**src/rtl/gas_detector_sensor_if.sv**
```systemverilog
// gas_detector_sensor_if
//   Serial sensor link bundle for the gas detector front-end.
//   din  : serial sensor bit, one per clk rising edge (sensor -> front-end)
//   dout : last valid 3-bit gas level (front-end -> alarm/display)
//   master : sensor side / testbench (drives din, observes dout)
//   slave  : gas_detector_sensor (samples din, drives dout)
interface gas_detector_sensor_if;
    logic       din;
    logic [2:0] dout;

    modport master (output din, input dout);
    modport slave  (input din, output dout);
endinterface

```
**src/rtl/gas_detector_sensor.sv**
```systemverilog
// gas_detector_sensor
//   Serial frame receiver for the gas sensor. Frame, in sampling order:
//   start(1), d2, d1, d0, [even parity], stop(1). Line idles at 0.
//   A frame with a good stop bit (and good parity when enabled) updates
//   dout; any other frame is dropped and dout keeps the last good level.
// Ports:
//   clk  : system clock, rising-edge sampling
//   arst : asynchronous active-low reset
//   bus  : gas_detector_sensor_if.slave (din in, dout out)
// Build option:
//   GAS_PARITY_EN : insert an even-parity bit between d0 and stop.
module gas_detector_sensor (
    input  logic                  clk,
    input  logic                  arst,
    gas_detector_sensor_if.slave  bus
);

`ifdef GAS_PARITY_EN
    typedef enum logic [2:0] {
        S_IDLE = 3'd0,
        S_D2   = 3'd1,
        S_D1   = 3'd2,
        S_D0   = 3'd3,
        S_PAR  = 3'd4,
        S_STOP = 3'd5
    } state_t;
`else
    typedef enum logic [2:0] {
        S_IDLE = 3'd0,
        S_D2   = 3'd1,
        S_D1   = 3'd2,
        S_D0   = 3'd3,
        S_STOP = 3'd5
    } state_t;
`endif

    state_t     state, state_nxt;
    logic [2:0] shreg;
    logic [2:0] level;
    logic       frame_ok;
`ifdef GAS_PARITY_EN
    logic       par_acc;
`endif

    // State register
    always_ff @(posedge clk or negedge arst) begin
        if (!arst) state <= S_IDLE;
        else       state <= state_nxt;
    end

    // Next state: STOP always returns to IDLE, so the stop bit can
    // never double as the next start bit.
    always_comb begin
        state_nxt = state;
        case (state)
            S_IDLE:  if (bus.din) state_nxt = S_D2;
            S_D2:    state_nxt = S_D1;
            S_D1:    state_nxt = S_D0;
`ifdef GAS_PARITY_EN
            S_D0:    state_nxt = S_PAR;
            S_PAR:   state_nxt = S_STOP;
`else
            S_D0:    state_nxt = S_STOP;
`endif
            S_STOP:  state_nxt = S_IDLE;
            default: state_nxt = S_IDLE;
        endcase
    end

    // Accept condition evaluated while sampling the stop bit
    always_comb begin
`ifdef GAS_PARITY_EN
        // par_acc already holds d2^d1^d0^parity; even parity means 0
        frame_ok = bus.din && !par_acc;
`else
        frame_ok = bus.din;
`endif
    end

    // Data path: shift register, parity accumulator, output level
    always_ff @(posedge clk or negedge arst) begin
        if (!arst) begin
            shreg <= 3'b000;
            level <= 3'b000;
`ifdef GAS_PARITY_EN
            par_acc <= 1'b0;
`endif
        end else begin
            case (state)
                S_IDLE: begin
`ifdef GAS_PARITY_EN
                    par_acc <= 1'b0;
`endif
                end
                S_D2, S_D1, S_D0: begin
                    shreg <= {shreg[1:0], bus.din};
`ifdef GAS_PARITY_EN
                    par_acc <= par_acc ^ bus.din;
`endif
                end
`ifdef GAS_PARITY_EN
                S_PAR: par_acc <= par_acc ^ bus.din;
`endif
                S_STOP: if (frame_ok) level <= shreg;
                default: ;
            endcase
        end
    end

    assign bus.dout = level;

endmodule

```
**src/flat_wrapper.sv**
```systemverilog
// flat-port wrapper written by rule: the top's interface ports become plain ports
module gas_detector_sensor_flat 
  (clk, arst, bus_din, bus_dout);
  gas_detector_sensor_if bus_i ();
  input  logic clk;
  input  logic arst;
  input wire logic [$bits(bus_i.din)-1:0] bus_din;
  output wire logic [$bits(bus_i.dout)-1:0] bus_dout;
  assign bus_i.din = bus_din;
  assign bus_dout = bus_i.dout;
  gas_detector_sensor u_core (.clk(clk), .arst(arst), .bus(bus_i));
endmodule
```
**config.mk**
```make
export PLATFORM = sky130hd
export DESIGN_NAME = gas_detector_sensor_flat
export DESIGN_NICKNAME = d
export VERILOG_FILES = /design/src/rtl/gas_detector_sensor_if.sv /design/src/rtl/gas_detector_sensor.sv /design/src/flat_wrapper.sv
export SDC_FILE = /design/constraint.sdc
export NUM_CORES = 1
export LEC_CHECK = 0
export CAP_MARGIN = 5
export CORE_AREA = 4 4 41 43
export CTS_CLUSTER_SIZE = 12
export DETAILED_ROUTE_END_ITERATION = 10
export DIE_AREA = 0 0 45 47
export PLACE_DENSITY = 0.56
export SLEW_MARGIN = 10
export SYNTH_ARGS = -nofsm -noshare
export SYNTH_HDL_FRONTEND = slang
export SYNTH_SLANG_ARGS = --single-unit
```
**constraint.sdc**
```tcl
create_clock -name clk -period 2.62 [get_ports clk]
set_clock_uncertainty 0.2 [all_clocks]
set_input_delay 0.524 -clock clk [delete_from_list [all_inputs] [get_ports clk]]
set_output_delay 0.524 -clock clk [all_outputs]
set_load 0.01 [all_outputs]
```
==> results of run 1 <==
-- power by group through the flow --
stage          Combinational, mW  Clock (mW)  Sequential, mW
2_1_floorplan              0.119           0           0.266
3_3_place_gp               0.189           0           0.265
3_5_place_dp               0.196           0           0.270
4_1_cts                    0.197       0.108           0.268
5_1_grt                    0.214       0.110           0.280
6_report                   0.193       0.103           0.267
-- worst max-delay path by stage --
stage | startpoint | end | slack, ps | cells after the start
floorplan | u_core.state[1] | u_core.shreg[0] | 1310 | 2
finish | u_core.bus.dout[0] | bus_dout[0] | 760 | 1
detailed placement | bus_din | u_core.bus.dout[2] | 770 | 3
global route | u_core.bus.dout[0] | bus_dout[0] | 710 | 1
global placement | bus_din | u_core.bus.dout[0] | 780 | 3
CTS | u_core.bus.dout[0] | bus_dout[0] | 740 | 1
-- final cells by class --
cell class	instances	area, µm²	share of cell area
clock buffer	4	26.3	0.0598
inverter	1	3.75	0.00855
multi-input combinational	14	115	0.262
sequential	9	225	0.513
tap	15	18.8	0.0427
timing repair buffer	5	50.0	0.114
-- registers in the layout, summed over array words and instances (netlist names) --
signal,cells
u_core.state,3
u_core.bus.dout,3
u_core.shreg,3
-- layer usage --
layer,up-vias,GRT usage,share of wire,wire (µm)
li1,99,-,-,-
met1,101,0.0758,0.43,234
met2,7,0.105,0.44,240
met3,2,0.0268,0.085,46
met4,0,0.0702,0.035,19
met5,-,0,0,0
-- synthesized netlist by cell type (all sizes together) --
cell type and number:
mux2 6, nand2 1, inv 1, nand2b 1
o21bai 1, dfrtp 9, nand4b 1, nor2 2
a21oi 1, xnor2 1
-- through the flow --
step                worst slack [ps]  instances  total power, mW  area (µm²)
finish                           757         48            0.563         439
global route                     710         48            0.604         439
CTS                              739         48            0.573         439
detailed placement               765         44            0.465         413
global placement                 779         44            0.454         413
floorplan                       1310         24            0.385         344
-- cell usage in the layout, fill, tap and decap left out --
cell type and n:
sky130_fd_sc_hd__clkbuf_4 3, sky130_fd_sc_hd__nand2b_1 1, sky130_fd_sc_hd__clkbuf_1 1, sky130_fd_sc_hd__dfrtp_1 9
sky130_fd_sc_hd__clkdlybuf4s50_1 5, sky130_fd_sc_hd__nor2_1 2, sky130_fd_sc_hd__inv_1 1, sky130_fd_sc_hd__o21bai_1 1
sky130_fd_sc_hd__xnor2_1 1, sky130_fd_sc_hd__nand2_1 1, sky130_fd_sc_hd__mux2_2 6, sky130_fd_sc_hd__a21oi_1 1
sky130_fd_sc_hd__nand4b_1 1
-- logic make-up after synthesis --
logic type,count (synthesis),share of synthesized area
DFF,9,0.655
muxes,6,0.196
and+or+nand+nor,5,0.0764
AOI/OAI and AO/OA,2,0.0364
xor gates and xnor gates,1,0.0255
buffers and inverters,1,0.0109
==> run_summary.xml, run 1 <==
<?xml version="1.0" encoding="UTF-8"?>
<metrics>
  <group name="worst_setup_path">
    <metric name="worst_ep_required_time" unit="ps">1900</metric>
    <metric name="worst_setup_path_end_kind" unit="">output pin</metric>
    <metric name="regToRegEndpoint" unit="">u_core.shreg[1]</metric>
    <metric name="critical_path_top_delay_cell" unit="">sky130_fd_sc_hd__clkdlybuf4s50_1</metric>
    <metric name="start_kind" unit="">flop</metric>
    <metric name="critical_path_class" unit="">reg -&gt; out</metric>
    <metric name="worstPathCellList" unit="">clkdlybuf4s50_1</metric>
    <metric name="worstPathMaxFanout" unit="">2</metric>
    <metric name="critPathBufInv" unit="">1</metric>
    <metric name="timing.reg2reg.setup_slack" unit="ps">1210</metric>
    <metric name="rr_startpoint" unit="">u_core.state[1]</metric>
    <metric name="cp_data_arrival_time" unit="ps">1140</metric>
    <metric name="worst_r2r_path_depth" unit="">2</metric>
    <metric name="worst_path_largest_cell_delay" unit="ps">540</metric>
    <metric name="timing.critical_path.max_delay_family" unit="">buffers and inverters</metric>
  </group>
  <group name="finish">
    <metric name="synthToLayoutAreaGrowth" unit="%">27.6</metric>
    <metric name="insertedDiodeCount" unit="">0</metric>
    <metric name="drive_above_1_share" unit="">0.273</metric>
    <metric name="fin_nets" unit="">37</metric>
    <metric name="filler_cells_inserted" unit="">137</metric>
    <metric name="utilization" unit="">0.338</metric>
  </group>
  <group name="timing">
    <metric name="fmaxAchievable" unit="MHz">537</metric>
    <metric name="grt_setup_unrepaired" unit="">no</metric>
    <metric name="final_hold_viol_count" unit="">0</metric>
    <metric name="final.period_utilization" unit="">0.711</metric>
    <metric name="post-route-min-period" unit="ps">1860</metric>
    <metric name="relSlewSlack" unit="">0.734</metric>
    <metric name="final.hold.worst_slack" unit="ps">302</metric>
    <metric name="worst_slew_pin_slew" unit="ps">398</metric>
    <metric name="setup_tns" unit="ps">0</metric>
    <metric name="final_max_slew_viol_count" unit="">0</metric>
    <metric name="setup-violations-final" unit="">0</metric>
  </group>
  <group name="route">
    <metric name="via_density_per_instance" unit="">4.35</metric>
    <metric name="first_pass_detailed_route_iteration_total" unit="">1</metric>
    <metric name="drcViolationCount" unit="">0</metric>
    <metric name="dr_total_vias" unit="">209</metric>
    <metric name="routed_wire_length_per_instance" unit="µm">11.3</metric>
    <metric name="drt_iter0_drc" unit="">0</metric>
    <metric name="routed_wl" unit="µm">540</metric>
    <metric name="antenna_violating_nets_post_route" unit="">0</metric>
  </group>
  <group name="floorplanning">
    <metric name="ios" unit="">6</metric>
    <metric name="rows" unit="">13</metric>
    <metric name="effective_utilization_at_floorplan" unit="">0.264</metric>
    <metric name="die_width" unit="µm">45</metric>
    <metric name="floorplan.die_area" unit="µm²">2120</metric>
    <metric name="chipHeight" unit="µm">47</metric>
    <metric name="core" unit="µm²">1300</metric>
  </group>
  <group name="clock_tree">
    <metric name="cts_hold_buf" unit="">0</metric>
    <metric name="cts.path.max_buffers" unit="">2</metric>
    <metric name="cts_root_buffer" unit="">sky130_fd_sc_hd__clkbuf_4</metric>
    <metric name="worst_setup_hold_path_clk_slew" unit="ps">60</metric>
    <metric name="cts_num_sinks" unit="">9</metric>
    <metric name="postCtsSetupRepairBufs" unit="">0</metric>
    <metric name="post_cts.resized_instances" unit="">0</metric>
    <metric name="cts.htree.levels" unit="">1</metric>
    <metric name="cts_made_buffers" unit="">3</metric>
    <metric name="tritoncts" unit="">yes</metric>
    <metric name="clock_latency" unit="ps">250</metric>
  </group>
  <group name="synth">
    <metric name="synth_top_cells_by_area" unit="">sky130_fd_sc_hd__dfrtp_1 (65%), sky130_fd_sc_hd__mux2_2 (20%), sky130_fd_sc_hd__nand4b_1 (2.5%)</metric>
    <metric name="syn-cell-area" unit="µm²">344</metric>
    <metric name="syn_area_per_cell" unit="µm²">14.3</metric>
    <metric name="post-synth-top-area-fraction" unit="">0.655</metric>
    <metric name="yosysSeqAreaShare" unit="">0.655</metric>
    <metric name="syn_inst" unit="">24</metric>
    <metric name="netlist-cell-type-count" unit="">10</metric>
    <metric name="syn_nets" unit="">27</metric>
    <metric name="ys.warnings.count" unit="">0</metric>
    <metric name="yosys_register_bits" unit="">9</metric>
    <metric name="synth.largest_area_cell" unit="">sky130_fd_sc_hd__dfrtp_1</metric>
  </group>
  <group name="pwr">
    <metric name="power.share.sequential" unit="">0.474</metric>
    <metric name="pwr-share-clk" unit="">0.183</metric>
    <metric name="comb_power_share" unit="">0.342</metric>
    <metric name="power_density" unit="nW/µm²">1280</metric>
    <metric name="vdd.ir_drop.worst" unit="µV">401</metric>
    <metric name="power_leakage" unit="nW">0.190</metric>
    <metric name="p_switching" unit="µW">169</metric>
    <metric name="power.share.switching" unit="">0.300</metric>
    <metric name="intPower" unit="µW">394</metric>
  </group>
  <group name="grt">
    <metric name="grt_start_max_net_pins" unit="">10</metric>
    <metric name="global_route.overflow_total" unit="">0</metric>
    <metric name="number_of_global_route_vias_before_repair" unit="">235</metric>
    <metric name="number_of_antenna_violations_at_the_first_check_in_global_routing" unit="">0</metric>
    <metric name="grtUsageTotal" unit="">0.0705</metric>
    <metric name="grt_first_pass_wirelength" unit="µm">1010</metric>
  </group>
  <group name="worst_hold_path">
    <metric name="hold_crit_class" unit="">reg -&gt; reg</metric>
    <metric name="hold_path_end" unit="">u_core.shreg[2]</metric>
    <metric name="worst_hold_startpoint" unit="">u_core.shreg[2]</metric>
    <metric name="worst_hold_path.num_cells" unit="">1</metric>
  </group>
  <group name="placement">
    <metric name="buffer_ports.inserted" unit="">5</metric>
    <metric name="detailedPlacementHpwl" unit="µm">416</metric>
    <metric name="place.gp.congestion" unit="">0.710</metric>
  </group>
  <group name="job">
    <metric name="maxCapViolations" unit="">0</metric>
  </group>
  <group name="run_status">
    <metric name="run_status" unit="">finished clean</metric>
  </group>
</metrics>
No activity file was read; power rests on OpenSTA's default activity.
==> run 2: changes to the inputs <==
Settings changed: PLACE_DENSITY 0.56 to 0.57.
Clock period 2.62 ns to 1.55 ns, I/O delays scaled along.
==> run 2 against run 1 <==
Compared with the run above: hold slack got worse by 150 ps; sequential share of layout area fell by 0.43 points; worst setup slack got worse by 630 ps; combinational power rose by 56%; sequential power rose by 69%; clock power rose by 68%; core utilization rose by 0.29 points; clock-buffer cell count did not move; first-iteration DRC count rose by 7; critical path depth did not move; register-to-register slack got worse by 1100 ps; global-route usage fell by 0.41 points.
==> run_summary.xml, run 2 (synthesized netlist as in run 1, its figures left out) <==
<?xml version="1.0" encoding="UTF-8"?>
<metrics>
  <group name="run_status">
    <metric name="run_status" unit="">finished clean</metric>
  </group>
  <group name="finish">
    <metric name="synthToLayoutAreaGrowth" unit="%">28.7</metric>
    <metric name="drive_above_1_share" unit="">0.294</metric>
    <metric name="insertedDiodeCount" unit="">0</metric>
    <metric name="final_cell_count_no_fill" unit="">49</metric>
    <metric name="most-common-layout-cells" unit="">sky130_fd_sc_hd__dfrtp_1 (9), sky130_fd_sc_hd__mux2_2 (6), sky130_fd_sc_hd__clkbuf_4 (3), sky130_fd_sc_hd__dlygate4sd2_1 (3)</metric>
    <metric name="fin_nets" unit="">38</metric>
    <metric name="final_common_cell" unit="">sky130_fd_sc_hd__dfrtp_1</metric>
  </group>
  <group name="worst_setup_path">
    <metric name="regToRegEndpoint" unit="">u_core.shreg[1]</metric>
    <metric name="rr_startpoint" unit="">u_core.state[1]</metric>
    <metric name="critical_path_class" unit="">reg -&gt; out</metric>
    <metric name="critical_path_top_delay_cell" unit="">sky130_fd_sc_hd__dfrtp_1</metric>
    <metric name="worstSetupStartpoint" unit="">u_core.bus.dout[1]</metric>
    <metric name="timing.critical_path.depth" unit="">1</metric>
    <metric name="worst_path_largest_cell_delay" unit="ps">380</metric>
    <metric name="critPathBufInv" unit="">1</metric>
    <metric name="worst_setup_path_end_kind" unit="">output pin</metric>
    <metric name="worst_ep_required_time" unit="ps">1040</metric>
    <metric name="worst_r2r_path_depth" unit="">2</metric>
    <metric name="timing.critical_path.max_delay_family" unit="">flip-flops</metric>
    <metric name="timing.reg2reg.setup_slack" unit="ps">140</metric>
    <metric name="crit_end" unit="">bus_dout[1]</metric>
    <metric name="worstPathMaxFanout" unit="">2</metric>
    <metric name="cp_data_arrival_time" unit="ps">920</metric>
    <metric name="worstPathCellList" unit="">dlygate4sd2_1</metric>
    <metric name="start_kind" unit="">flop</metric>
  </group>
  <group name="clock_tree">
    <metric name="worst_setup_hold_path_clk_slew" unit="ps">60</metric>
    <metric name="cts_root_buffer" unit="">sky130_fd_sc_hd__clkbuf_4</metric>
    <metric name="cts_hold_buf" unit="">0</metric>
    <metric name="cts_num_sinks" unit="">9</metric>
    <metric name="clock_latency" unit="ps">250</metric>
    <metric name="cts_made_buffers" unit="">3</metric>
    <metric name="cts.path.max_buffers" unit="">2</metric>
    <metric name="cts.htree.levels" unit="">1</metric>
    <metric name="tritoncts" unit="">yes</metric>
  </group>
  <group name="floorplanning">
    <metric name="core" unit="µm²">1300</metric>
    <metric name="ios" unit="">6</metric>
    <metric name="effective_utilization_at_floorplan" unit="">0.264</metric>
    <metric name="floorplan.die_area" unit="µm²">2120</metric>
    <metric name="die_width" unit="µm">45</metric>
    <metric name="chipHeight" unit="µm">47</metric>
    <metric name="rows" unit="">13</metric>
  </group>
  <group name="timing">
    <metric name="grt_setup_unrepaired" unit="">no</metric>
    <metric name="setup-violations-final" unit="">0</metric>
    <metric name="fmaxAchievable" unit="MHz">702</metric>
    <metric name="worst_slew_pin_slew" unit="ps">400</metric>
    <metric name="final.period_utilization" unit="">0.920</metric>
    <metric name="setup_tns" unit="ps">0</metric>
    <metric name="post-route-min-period" unit="ps">1430</metric>
    <metric name="final_max_slew_viol_count" unit="">0</metric>
    <metric name="relSlewSlack" unit="">0.732</metric>
    <metric name="final_hold_viol_count" unit="">0</metric>
  </group>
  <group name="pwr">
    <metric name="power_density" unit="nW/µm²">2090</metric>
    <metric name="vdd.ir_drop.worst" unit="µV">582</metric>
    <metric name="intPower" unit="µW">642</metric>
    <metric name="pwr-share-clk" unit="">0.187</metric>
    <metric name="p_switching" unit="µW">284</metric>
    <metric name="power_leakage" unit="nW">0.202</metric>
    <metric name="comb_power_share" unit="">0.326</metric>
    <metric name="power.share.switching" unit="">0.307</metric>
    <metric name="power.share.sequential" unit="">0.487</metric>
  </group>
  <group name="worst_hold_path">
    <metric name="hold_crit_class" unit="">in -&gt; async</metric>
  </group>
  <group name="placement">
    <metric name="place.gp.congestion" unit="">0.724</metric>
    <metric name="numPlacedInstances" unit="">45</metric>
    <metric name="detailedPlacementHpwl" unit="µm">436</metric>
    <metric name="buffer_ports.inserted" unit="">5</metric>
  </group>
  <group name="grt">
    <metric name="grt_start_max_net_pins" unit="">10</metric>
    <metric name="grtUsageTotal" unit="">0.0665</metric>
    <metric name="number_of_antenna_violations_at_the_first_check_in_global_routing" unit="">0</metric>
    <metric name="grt_first_pass_wirelength" unit="µm">966</metric>
    <metric name="global_route.overflow_total" unit="">0</metric>
    <metric name="number_of_global_route_vias_before_repair" unit="">243</metric>
  </group>
  <group name="route">
    <metric name="via_density_per_instance" unit="">4.47</metric>
    <metric name="antenna_violating_nets_post_route" unit="">0</metric>
    <metric name="dr_total_vias" unit="">219</metric>
    <metric name="routed_wire_length_per_instance" unit="µm">11.4</metric>
    <metric name="routed_wl" unit="µm">559</metric>
    <metric name="drcViolationCount" unit="">0</metric>
    <metric name="drt_iter0_drc" unit="">7</metric>
    <metric name="first_pass_detailed_route_iteration_total" unit="">4</metric>
  </group>
  <group name="job">
    <metric name="maxCapViolations" unit="">0</metric>
  </group>
</metrics>
## run 2: worst register-to-register path: cells and delay by family (launching register included)
family,cells,cell delay (ps)
flops,1,420
mux,1,380
compound gates,1,300
## run 2: area by class of cell
| cell class | instances | area, µm² |
|---|---|---|
| timing repair buffer | 6 | 53.8 |
| multi-input combinational | 14 | 115 |
| clock buffer | 4 | 26.3 |
| tap | 15 | 18.8 |
| sequential | 9 | 225 |
| inverter | 1 | 3.75 |
| fill | 138 | 858 |
## run 2: power groups by stage
| stage | Sequential (mW) | Combinational, mW | Clock (mW) |
|---|---|---|---|
| finish | 0.451 | 0.302 | 0.173 |
| global route | 0.467 | 0.331 | 0.187 |
| CTS | 0.451 | 0.310 | 0.181 |
| detailed placement | 0.457 | 0.332 | 0 |
| global placement | 0.445 | 0.320 | 0 |
| floorplan | 0.449 | 0.202 | 0 |
## run 2: how the worst min path moves through the flow
stage	end	slack (ps)
3_3_place_gp	u_core.state[0]	280
6_report	u_core.shreg[0]	150
5_1_grt	u_core.shreg[2]	190
3_5_place_dp	u_core.state[2]	290
2_1_floorplan	u_core.bus.dout[0]	-190
4_1_cts	u_core.shreg[0]	160
## run 2: what timing repair did
item / in CTS / in global routing
resized for setup: 3 / 0
setup endpoints to repair: 3 / 0
buffers inserted: 0 / 0
## run 2: metrics by stage
step / hold slack (ps) / area (µm²) / power (mW) / utilization / setup slack (ps)
finish: 147 / 443 / 0.926 / 0.340 / 125
global route: 188 / 443 / 0.984 / 0.340 / 86.0
floorplan: -186 / 344 / 0.651 / - / 239
global placement: 276 / 420 / 0.765 / 0.323 / -64.3
CTS: 157 / 443 / 0.941 / 0.340 / 120
detailed placement: 288 / 420 / 0.789 / 0.323 / -81.7
## run 2: per-layer routing
metal,global-route usage,wire length [µm],part of all wire,vias to the layer above
met5,0,0,0,-
met1,0.0709,232,0.42,108
met4,0.0526,0,0,0
met3,0.0268,55,0.098,0
met2,0.105,270,0.48,7
li1,-,-,-,104
